**src/rtl/sirv_rf_wr_arb_pkg.sv**
```systemverilog
// Shared definitions for the register-bank write-port scheduler.
package sirv_rf_wr_arb_pkg;

    // Requester identity: EXU is requester 0, LSU is requester 1
    typedef enum logic {
        REQ_EXU = 1'b0,
        REQ_LSU = 1'b1
    } req_id_e;

    localparam int unsigned DEF_DW   = 32;
    localparam int unsigned DEF_NREG = 32;
    localparam int unsigned DEF_AW   = 5;

    // Entry 0 reads as constant zero; writes and reservations to it are dropped
    localparam int unsigned ZERO_IDX = 0;

endpackage

```
**src/rtl/sirv_rr_arb2.sv**
```systemverilog
// Two-way round-robin arbiter; grant is combinational, pointer is registered.
module sirv_rr_arb2
    import sirv_rf_wr_arb_pkg::*;
(
    input  logic       clk,
    input  logic       rst,
    input  logic [1:0] vld,
    output logic [1:0] gnt
);

    req_id_e rr_ptr;

    // One-hot grant: lone requester wins, contention resolved by rr_ptr, nothing during reset
    always_comb begin
        gnt = 2'b00;
        if (!rst) begin
            case (vld)
                2'b01:   gnt = 2'b01;
                2'b10:   gnt = 2'b10;
                2'b11:   gnt = (rr_ptr == REQ_LSU) ? 2'b10 : 2'b01;
                default: gnt = 2'b00;
            endcase
        end
    end

    // Priority flips to the other requester after every grant
    always_ff @(posedge clk) begin
        if (rst) begin
            rr_ptr <= REQ_EXU;
        end else if (|gnt) begin
            rr_ptr <= gnt[1] ? REQ_EXU : REQ_LSU;
        end
    end

endmodule

```
**src/rtl/sirv_rf_wr_arb.sv**
```systemverilog
// Write-port scheduler: arbitrates EXU/LSU writebacks onto the bank's single
// write path and tracks in-flight destinations in a pending-write scoreboard.
module sirv_rf_wr_arb
    import sirv_rf_wr_arb_pkg::*;
#(
    parameter int unsigned DW   = DEF_DW,
    parameter int unsigned NREG = DEF_NREG,
    parameter int unsigned AW   = DEF_AW
) (
    input  logic            clk,
    input  logic            rst,
    input  logic            req0_vld,
    output logic            req0_rdy,
    input  logic [AW-1:0]   req0_idx,
    input  logic [DW-1:0]   req0_dat,
    input  logic            req1_vld,
    output logic            req1_rdy,
    input  logic [AW-1:0]   req1_idx,
    input  logic [DW-1:0]   req1_dat,
    input  logic            rsv_vld,
    input  logic [AW-1:0]   rsv_idx,
    output logic [NREG-1:0] sb_busy,
    output logic [NREG-1:0] lden,
    output logic [DW-1:0]   dnxt
);

    logic [1:0]      gnt;
    logic            any_gnt;
    logic [AW-1:0]   win_idx;
    logic [DW-1:0]   win_dat;
    logic            wr_en;
    logic            rsv_en;
    logic [NREG-1:0] sb_set;
    logic [NREG-1:0] sb_nxt;

    // True for indices that map to a real, writable entry
    function automatic logic idx_ok(input logic [AW-1:0] idx);
        return (32'(idx) != ZERO_IDX) && (32'(idx) < NREG);
    endfunction

    sirv_rr_arb2 u_arb (
        .clk (clk),
        .rst (rst),
        .vld ({req1_vld, req0_vld}),
        .gnt (gnt)
    );

    assign req0_rdy = gnt[0];
    assign req1_rdy = gnt[1];
    assign any_gnt  = |gnt;

    // Winner's index/data mux and one-hot load-enable decode
    always_comb begin
        win_idx = gnt[1] ? req1_idx : req0_idx;
        win_dat = gnt[1] ? req1_dat : req0_dat;
        wr_en   = any_gnt && idx_ok(win_idx);
        lden    = wr_en ? (NREG'(1) << win_idx) : '0;
        dnxt    = any_gnt ? win_dat : '0;
    end

    // Scoreboard next state: completed writes clear, reservations set and win on a tie
    always_comb begin
        rsv_en = rsv_vld && idx_ok(rsv_idx);
        sb_set = rsv_en ? (NREG'(1) << rsv_idx) : '0;
        sb_nxt = (sb_busy & ~lden) | sb_set;
    end

    // Pending-write scoreboard register
    always_ff @(posedge clk) begin
        if (rst) begin
            sb_busy <= '0;
        end else begin
            sb_busy <= sb_nxt;
        end
    end

endmodule
```
**config.mk**
```make
export PLATFORM = sky130hd
export DESIGN_NAME = sirv_rf_wr_arb
export DESIGN_NICKNAME = d
export VERILOG_FILES = /design/src/rtl/sirv_rf_wr_arb_pkg.sv /design/src/rtl/sirv_rr_arb2.sv /design/src/rtl/sirv_rf_wr_arb.sv
export SDC_FILE = /design/constraint.sdc
export NUM_CORES = 1
export LEC_CHECK = 0
export BUFFER_PORTS_ARGS = -buffer_cell sky130_fd_sc_hd__buf_4
export CAP_MARGIN = 20
export CORE_UTILIZATION = 43
export CTS_BUF_LIST = sky130_fd_sc_hd__clkbuf_16
export DETAILED_ROUTE_END_ITERATION = 8
export PLACE_DENSITY = 0.93
export SLEW_MARGIN = 20
export SYNTH_ARGS = -nofsm -noshare
export SYNTH_HDL_FRONTEND = slang
export SYNTH_HIERARCHICAL = 1
export SYNTH_SLANG_ARGS = --single-unit
```
**constraint.sdc**
```tcl
create_clock -name clk -period 4.1 [get_ports clk]
set_clock_uncertainty 0.05 [all_clocks]
set_input_delay 0 -clock clk [delete_from_list [all_inputs] [get_ports clk]]
set_output_delay 0 -clock clk [all_outputs]
set_load 0.01 [all_outputs]
```
==> impl_metrics.yaml, run 1 <==
outcome:
  run_status: "completed"
pwr:
  ir_drop_mv: 0.174
  power.leakage_nw: 1.88
  power.density_nw_per_um2: 234
route:
  met1_length_um: 3670
  met2_length_um: 4670
  drc_errors: 0
  avgRoutedWirePerCell_um: 18.8
  viasPerCell: 5.89
  dr.pass1.iters: 5
  drtAntennaViolNets: 0
  via_count: 2861
  drt_iter0_markers: 300
  wirelength_um: 9120
  routed-wl-met3_um: 747
  routed.top_layer: "met4"
sta:
  hold_viol: 0
  relSlewSlack_pct: 55.5
  rsz0062_at_grt: "no"
  hold-worst-slack_ps: 45.2
  max_slew.worst_pin.slew_ps: 667
  clock.fmax_mhz: 365
  setup_viol: 0
  tns_ps: 0
  post-route-period-util_pct: 66.8
  maxSlewViolCount: 0
  min_period_ps: 2740
clock_tree:
  cts_setup_buffers: 0
  path_clk_slew_ps: 50
  clock_sinks: 33
  cts_buffers: 5
  cts_root_buffer: "clkbuf_16"
  cts_tree: "built"
  cts_buffer_depth: 2
  postCtsResizedCells: 0
  clock_latency_ps: 270
  cts_max_level: 2
die:
  rows: 26
  fp.dieH_um: 76.1
  fp.dieW_um: 76.1
  ioPinCount: 182
  die_area_um2: 5790
  initial_core_util_pct: 45.4
  core_area_um2: 5200
place:
  dp_hpwl_um: 7170
  port-buffer-count: 180
  place.gp.congestion: 0.870
logic_synthesis:
  syn_nets: 324
  synthCells: 240
  ys_seq_elements: 33
  synthesis.area_um2: 2360
  yosysWarnings: 6
  ys.flop_type: "dfxtp_1"
  yosysSeqAreaShare_pct: 28.0
  ys_types: 43
  syn_avg_cell_area_um2: 9.84
  async_flop_share_pct: 0
  synth_edf_count: 0
final_layout:
  multi_input_area_um2: 1510
  layout_common_cells: "buf_4, inv_1, dfxtp_1"
  seq_area_um2: 661
  nets: 500
  drive_gt1_share_pct: 52.2
  diodes: 0
  final_common_cell: "buf_4"
  syn_to_final_growth_pct: 64.9
  num-fill-cells: 379
setup_path:
  worstPathArrival_ps: 2690
  critPathKind: "input port to output port"
  worst_ep_required_time_ps: 4050
  start_kind: "input port"
  worstPathMaxFanout: 23
  end_kind: "output port"
grt:
  grt_max_degree: 33
  grt_first_pass_wirelength_um: 13900
  antenna_found_initial: 0
  grt_pass1_vias: 2754
  track_usage_pct: 29.8
  gr-total-overflow: 0
worst_hold_path:
  hold_class: "input port to flop"
run:
  maxCapViolCount: 0
repair_timing:
item / CTS / global route
hold buffers: 2 / 0
setup endpoints to repair: 0 / 0
hold endpoints to repair: 1 / 0
layer usage:
metal / vias up / GRT usage, %
met4: 0 / 6.92
met3: 7 / 6.23
met5: - / 0
met2: 183 / 53.5
li1: 1313 / -
met1: 1358 / 36.1
state kept, by name, summed over array words and instances (netlist names):
name,cells
u_arb/rr_ptr,1
sb_busy,32
metrics by stage:
step                      area, µm²  power [mW]  util (%)  worst slack (ps)  std cells
after detailed placement       3740       0.571      71.8              1640        477
after CTS                      3890       0.907      74.8              1410        486
final                          3900       0.914      74.9              1360        486
after global placement         3740       0.566      71.8              1740        477
after global routing           3900       0.942      74.9              1190        486
after floorplan                2360       0.435         -              2110        240
cell families (layout without fill, tap and decap cells):
logic type / after synthesis / count (layout) / share of synthesized area (%)
AO/OA/AOI/OAI: 96 / 96 / 37.0
AND/OR/NAND/NOR: 63 / 63 / 26.1
buffers and inverters: 47 / 223 / 8.74
flip-flops: 33 / 33 / 28.0
other: 1 / 1 / 0.159
cells in the mapped netlist, drive strengths merged (2+ instances only):
master / count / area, µm²
buf: 8 / 60.1
o2bb2ai: 8 / 70.1
a22oi: 12 / 90.1
and2: 4 / 25.0
nand4bb: 5 / 56.3
o32ai: 17 / 171
nor2: 2 / 7.51
and3b: 2 / 17.5
nand2: 3 / 11.3
nand4: 2 / 12.5
dfxtp: 33 / 661
clkbuf: 7 / 26.3
a31o: 2 / 17.5
inv: 32 / 120
a32o: 7 / 70.1
o22ai: 11 / 68.8
nor2b: 12 / 75.1
nand3b: 3 / 22.5
nand4b: 5 / 95.1
o2bb2a: 5 / 90.1
and4bb: 5 / 62.6
nor3b: 2 / 25.0
a22o: 32 / 280
nor4: 3 / 25.0
nor4b: 5 / 119
nand3: 5 / 30.0
worst paths after layout:
path | from | to | slack [ps] | cells after the start
worst max-delay path | req0_vld | lden[7] | 1360 | 8
worst min-delay path | rsv_idx[4] | sb_busy[24] | 50 | 3
worst max register to register | u_arb/rr_ptr | sb_busy[2] | 1560 | 6
worst min register to register | sb_busy[0] | sb_busy[0] | 420 | 1
worst max-delay path: stages:
cell           delay [ps]
dlygate4sd3_1         530
buf_4                 140
nor2b_1               140
nor3b_4               510
buf_4                 410
nor3b_2               510
o2bb2a_1              280
buf_4                 160
power breakdown:
group / internal [mW] / switching (mW) / total, mW / leakage [nW]
Sequential: 0.326 / 0.00297 / 0.329 / 0.267
Clock: 0.217 / 0.126 / 0.343 / 0.0685
Combinational: 0.128 / 0.114 / 0.242 / 1.55
final cells by class:
cell class / count / area share (%)
clock buffers: 5 / 3.21
multi-input cells: 160 / 38.7
clock inverters: 2 / 0.193
well taps: 70 / 2.25
inverters: 32 / 3.08
repair buffers: 184 / 35.6
flip-flops and latches: 33 / 17.0
Note: power is estimated with default switching activity, not from simulation.
==> inputs of run 2 (changes only) <==
- CORE_UTILIZATION: 43 -> 36
- PLACE_DENSITY: 0.93 -> 0.84
- clock period: 4.1 -> 2.3 ns (I/O delays scaled with it)
==> impl_metrics.yaml, run 2 (synthesis gave the netlist of run 1 again) <==
outcome:
  run_status: "completed"
final_layout:
  num-fill-cells: 547
  diodes: 0
  syn_to_final_growth_pct: 67.5
  nets: 505
  largest_register_ff_count: 32
  layout_common_cells: "buf_4, dfxtp_1, inv_1, a22o_1, o32ai_1"
  top_register: "sb_busy"
  final_common_cell: "buf_4"
  reg.largest.list: "sb_busy: 32 flops, u_arb/rr_ptr: 1 flops"
  drive_gt1_share_pct: 53.3
route:
  dr.pass1.iters: 6
  via_count: 2879
  wirelength_um: 8920
  drtAntennaViolNets: 0
  drt_iter0_markers: 167
  drc_errors: 0
  avgRoutedWirePerCell_um: 17.9
  viasPerCell: 5.77
sta:
  hold_viol: 0
  rsz0062_at_grt: "no"
  clock.fmax_mhz: 455
  setup_viol: 0
  max_slew.worst_pin.slew_ps: 694
  maxSlewViolCount: 0
  tns_ps: 0
  min_period_ps: 2200
  post-route-period-util_pct: 95.5
  relSlewSlack_pct: 53.6
die:
  core_area_um2: 6350
  fp.dieH_um: 83.0
  ioPinCount: 182
  fp.dieW_um: 83.0
  initial_core_util_pct: 37.2
  rows: 29
  die_area_um2: 6890
place:
  port-buffer-count: 180
  dp_hpwl_um: 7060
  place.gp.congestion: 0.825
worst_hold_path:
  hold_class: "input port to flop"
setup_path:
  end_kind: "output port"
  worstPathMaxFanout: 32
  reg2reg_slack_ps: 300
  critPathKind: "input port to output port"
  r2r_end: "sb_busy[2]"
  crit_end: "dnxt[26]"
  worst_ep_required_time_ps: 2250
  setup.worst_path.start: "req0_vld"
  timing.rr.start: "u_arb/rr_ptr"
  start_kind: "input port"
  worstPathArrival_ps: 2150
  reg2reg_depth: 6
pwr:
  power_mw: 1.67
  power.leakage_nw: 1.91
  ir_drop_mv: 0.386
  power.density_nw_per_um2: 423
grt:
  track_usage_pct: 24.8
  grt_pass1_vias: 2675
  antenna_found_initial: 0
  grt_max_degree: 33
  grt_first_pass_wirelength_um: 13800
  gr-total-overflow: 0
clock_tree:
  cts_root_buffer: "clkbuf_16"
  cts_buffers: 5
  clock_sinks: 33
  cts_tree: "built"
  cts_buffer_depth: 2
  cts_max_level: 2
  clock_latency_ps: 280
  path_clk_slew_ps: 50
run:
  maxCapViolCount: 0
[run 2: cell type report]
class / count / area, µm² / share of cell area (%)
Clock buffer: 5 / 125 / 3.16
Inverter: 32 / 120 / 3.04
Sequential cell: 33 / 661 / 16.7
Tap cell: 77 / 96.3 / 2.44
Multi-Input combinational cell: 160 / 1510 / 38.1
Clock inverter: 3 / 17.5 / 0.443
Timing Repair Buffer: 189 / 1430 / 36.1
[run 2: how the worst min path moves through the flow]
stage,start,end,slack (ps),cells past startpoint
CTS,rsv_idx[4],sb_busy[28],40,3
finish,rsv_idx[4],sb_busy[28],40,3
floorplan,rst,req1_rdy,20,1
global route,rsv_idx[4],sb_busy[28],60,3
global placement,req0_vld,u_arb/rr_ptr,160,2
detailed placement,req0_vld,u_arb/rr_ptr,170,2
[run 2: power breakdown]
part           leakage [nW]  internal (mW)  switching (mW)
registers             0.267          0.581         0.00506
clock network        0.0696          0.396           0.252
logic                  1.57          0.234           0.204
total                  1.91           1.21           0.462
[run 2: timing repair]
action,4_1_cts,5_1_grt
pin swaps,1,0
setup buffers,2,0
hold buffers,2,0
endpoints found under the hold margin,1,0
setup endpoints to repair,36,6
gates resized for setup,1,1
cloned,0,0
[run 2: routing by layer]
layer  vias to the layer above  share of wire (%)  GRT usage, %
met5                         -                  0             0
met4                         0                1.5          6.90
met3                        16                7.7          5.86
met2                       164                 49          40.7
met1                      1376                 42          32.6
li1                       1323                  -             -
[run 2: metrics by stage]
step | worst slack [ps] | hold slack (ps) | util [%] | instance area [µm²] | cells
global placement | 236 | 163 | 59.4 | 3770 | 487
floorplan | 309 | 22.7 | - | 2360 | 240
CTS | 118 | 36.1 | 62.2 | 3950 | 499
detailed placement | 119 | 174 | 59.4 | 3770 | 487
global route | 16.9 | 59.9 | 62.3 | 3960 | 499
finish | 104 | 40.8 | 62.3 | 3960 | 499
[run 2: worst max-delay path: stages]
cell and delay (ps):
dlygate4sd3_1 520, buf_4 110, nor2b_1 220, nor3b_4 90, buf_4 170, nor2b_4 560, a22o_1 310, buf_4 150
==> inputs of run 3 (changes only) <==
- MAX_ROUTING_LAYER: not set -> met4
==> impl_metrics.yaml, run 3 (synthesis gave the netlist of run 1 again) <==
sta:
  max_slew.worst_pin.slew_ps: 694
  rsz0062_at_grt: "no"
  hold_viol: 0
  clock.fmax_mhz: 455
  post-route-period-util_pct: 95.5
  tns_ps: 0
  min_period_ps: 2200
  relSlewSlack_pct: 53.6
  maxSlewViolCount: 0
  setup_viol: 0
route:
  via_count: 2883
  wirelength_um: 8920
  viasPerCell: 5.78
  drtAntennaViolNets: 0
  dr.pass1.iters: 5
  drt_iter0_markers: 149
  avgRoutedWirePerCell_um: 17.9
  drc_errors: 0
place:
  place_area_um2: 3770
  port-buffer-count: 180
  place.gp.congestion: 0.838
  dp_hpwl_um: 7060
die:
  fp.dieH_um: 83.0
  core_area_um2: 6350
  ioPinCount: 182
  initial_core_util_pct: 37.2
  die_area_um2: 6890
  rows: 29
  fp.dieW_um: 83.0
clock_tree:
  cts_buffers: 5
  path_clk_slew_ps: 50
  cts_root_buffer: "clkbuf_16"
  cts_max_level: 2
  clock_sinks: 33
  clock_latency_ps: 280
  cts_tree: "built"
  cts_buffer_depth: 2
setup_path:
  start_kind: "input port"
  critPathKind: "input port to output port"
  worstPathArrival_ps: 2150
  worst_ep_required_time_ps: 2250
  worstPathMaxFanout: 32
  reg2reg_slack_ps: 310
  end_kind: "output port"
final_layout:
  largest_register_ff_count: 32
  top_register: "sb_busy"
  layout_common_cells: "buf_4, dfxtp_1, inv_1, a22o_1, o32ai_1"
  drive_gt1_share_pct: 53.3
  reg.largest.list: "sb_busy: 32 flops, u_arb/rr_ptr: 1 flops"
  syn_to_final_growth_pct: 67.5
  finalInstanceArea_um2: 3960
  num-fill-cells: 547
  final_common_cell: "buf_4"
  nets: 505
  diodes: 0
grt:
  gr-total-overflow: 0
  grt_first_pass_wirelength_um: 13700
  grt_max_degree: 33
  track_usage_pct: 25.5
  antenna_found_initial: 0
  grt_pass1_vias: 2681
run:
  maxCapViolCount: 0
outcome:
  run_status: "completed"
pwr:
  power_mw: 1.67
  power.density_nw_per_um2: 423
  power.leakage_nw: 1.91
  ir_drop_mv: 0.388
worst_hold_path:
  hold_class: "input port to flop"
==> run 3: cell counts in the layout (fill, tap and decap cells not counted) <==
Identical to the previous run, type by type.
==> run 3: power breakdown <==
part / internal (mW) / leakage, nW / total [mW] / switching (mW)
clock: 0.396 / 0.0696 / 0.649 / 0.253
sequential: 0.581 / 0.267 / 0.586 / 0.00511
combinational: 0.234 / 1.57 / 0.439 / 0.204
total: 1.21 / 1.91 / 1.67 / 0.462
==> run 3: cell type report <==
class | instances | area [µm²] | area share (%)
multi-input combinational | 160 | 1510 | 38.1
clock inverter | 3 | 17.5 | 0.443
sequential | 33 | 661 | 16.7
clock buffer | 5 | 125 | 3.16
timing repair buffer | 189 | 1430 | 36.1
tap | 77 | 96.3 | 2.44
inverter | 32 | 120 | 3.04
==> run 3: layer usage <==
layer / up-vias / global-route usage (%) / share of wire (%)
met4: 0 / 7.84 / 1.7
met1: 1374 / 32.6 / 43
met2: 168 / 40.8 / 48
met3: 17 / 4.67 / 7.4
li1: 1324 / - / -
met5: - / - / 0
==> run 3: timing repair <==
action	in CTS	in global routing
pin swaps	1	0
resized for setup	1	1
hold endpoints to repair	1	0
setup buffers	2	0
endpoints found under the setup margin	36	6
hold buffers	2	0
==> run 3: path summary, 6_finish.rpt <==
path,startpoint,end,cells past startpoint
setup reg to reg,u_arb/rr_ptr,sb_busy[2],6
hold / removal,rsv_idx[4],sb_busy[28],3
setup / recovery,req0_vld,dnxt[26],8
hold reg to reg,sb_busy[0],sb_busy[0],1
==> run 3: stage by stage <==
stage | hold WS (ps) | utilization (%) | cells | setup WS [ps]
global route | 62.5 | 62.3 | 499 | 16.9
global placement | 163 | 59.4 | 487 | 236
detailed placement | 174 | 59.4 | 487 | 119
finish | 41.1 | 62.3 | 499 | 104
floorplan | 22.7 | - | 240 | 309
CTS | 36.1 | 62.2 | 499 | 118
==> run 3: critical path, cell delays in order <==
cell and delay (ps):
dlygate4sd3_1 520, buf_4 110, nor2b_1 220, nor3b_4 90
buf_4 170, nor2b_4 560, a22o_1 310, buf_4 150
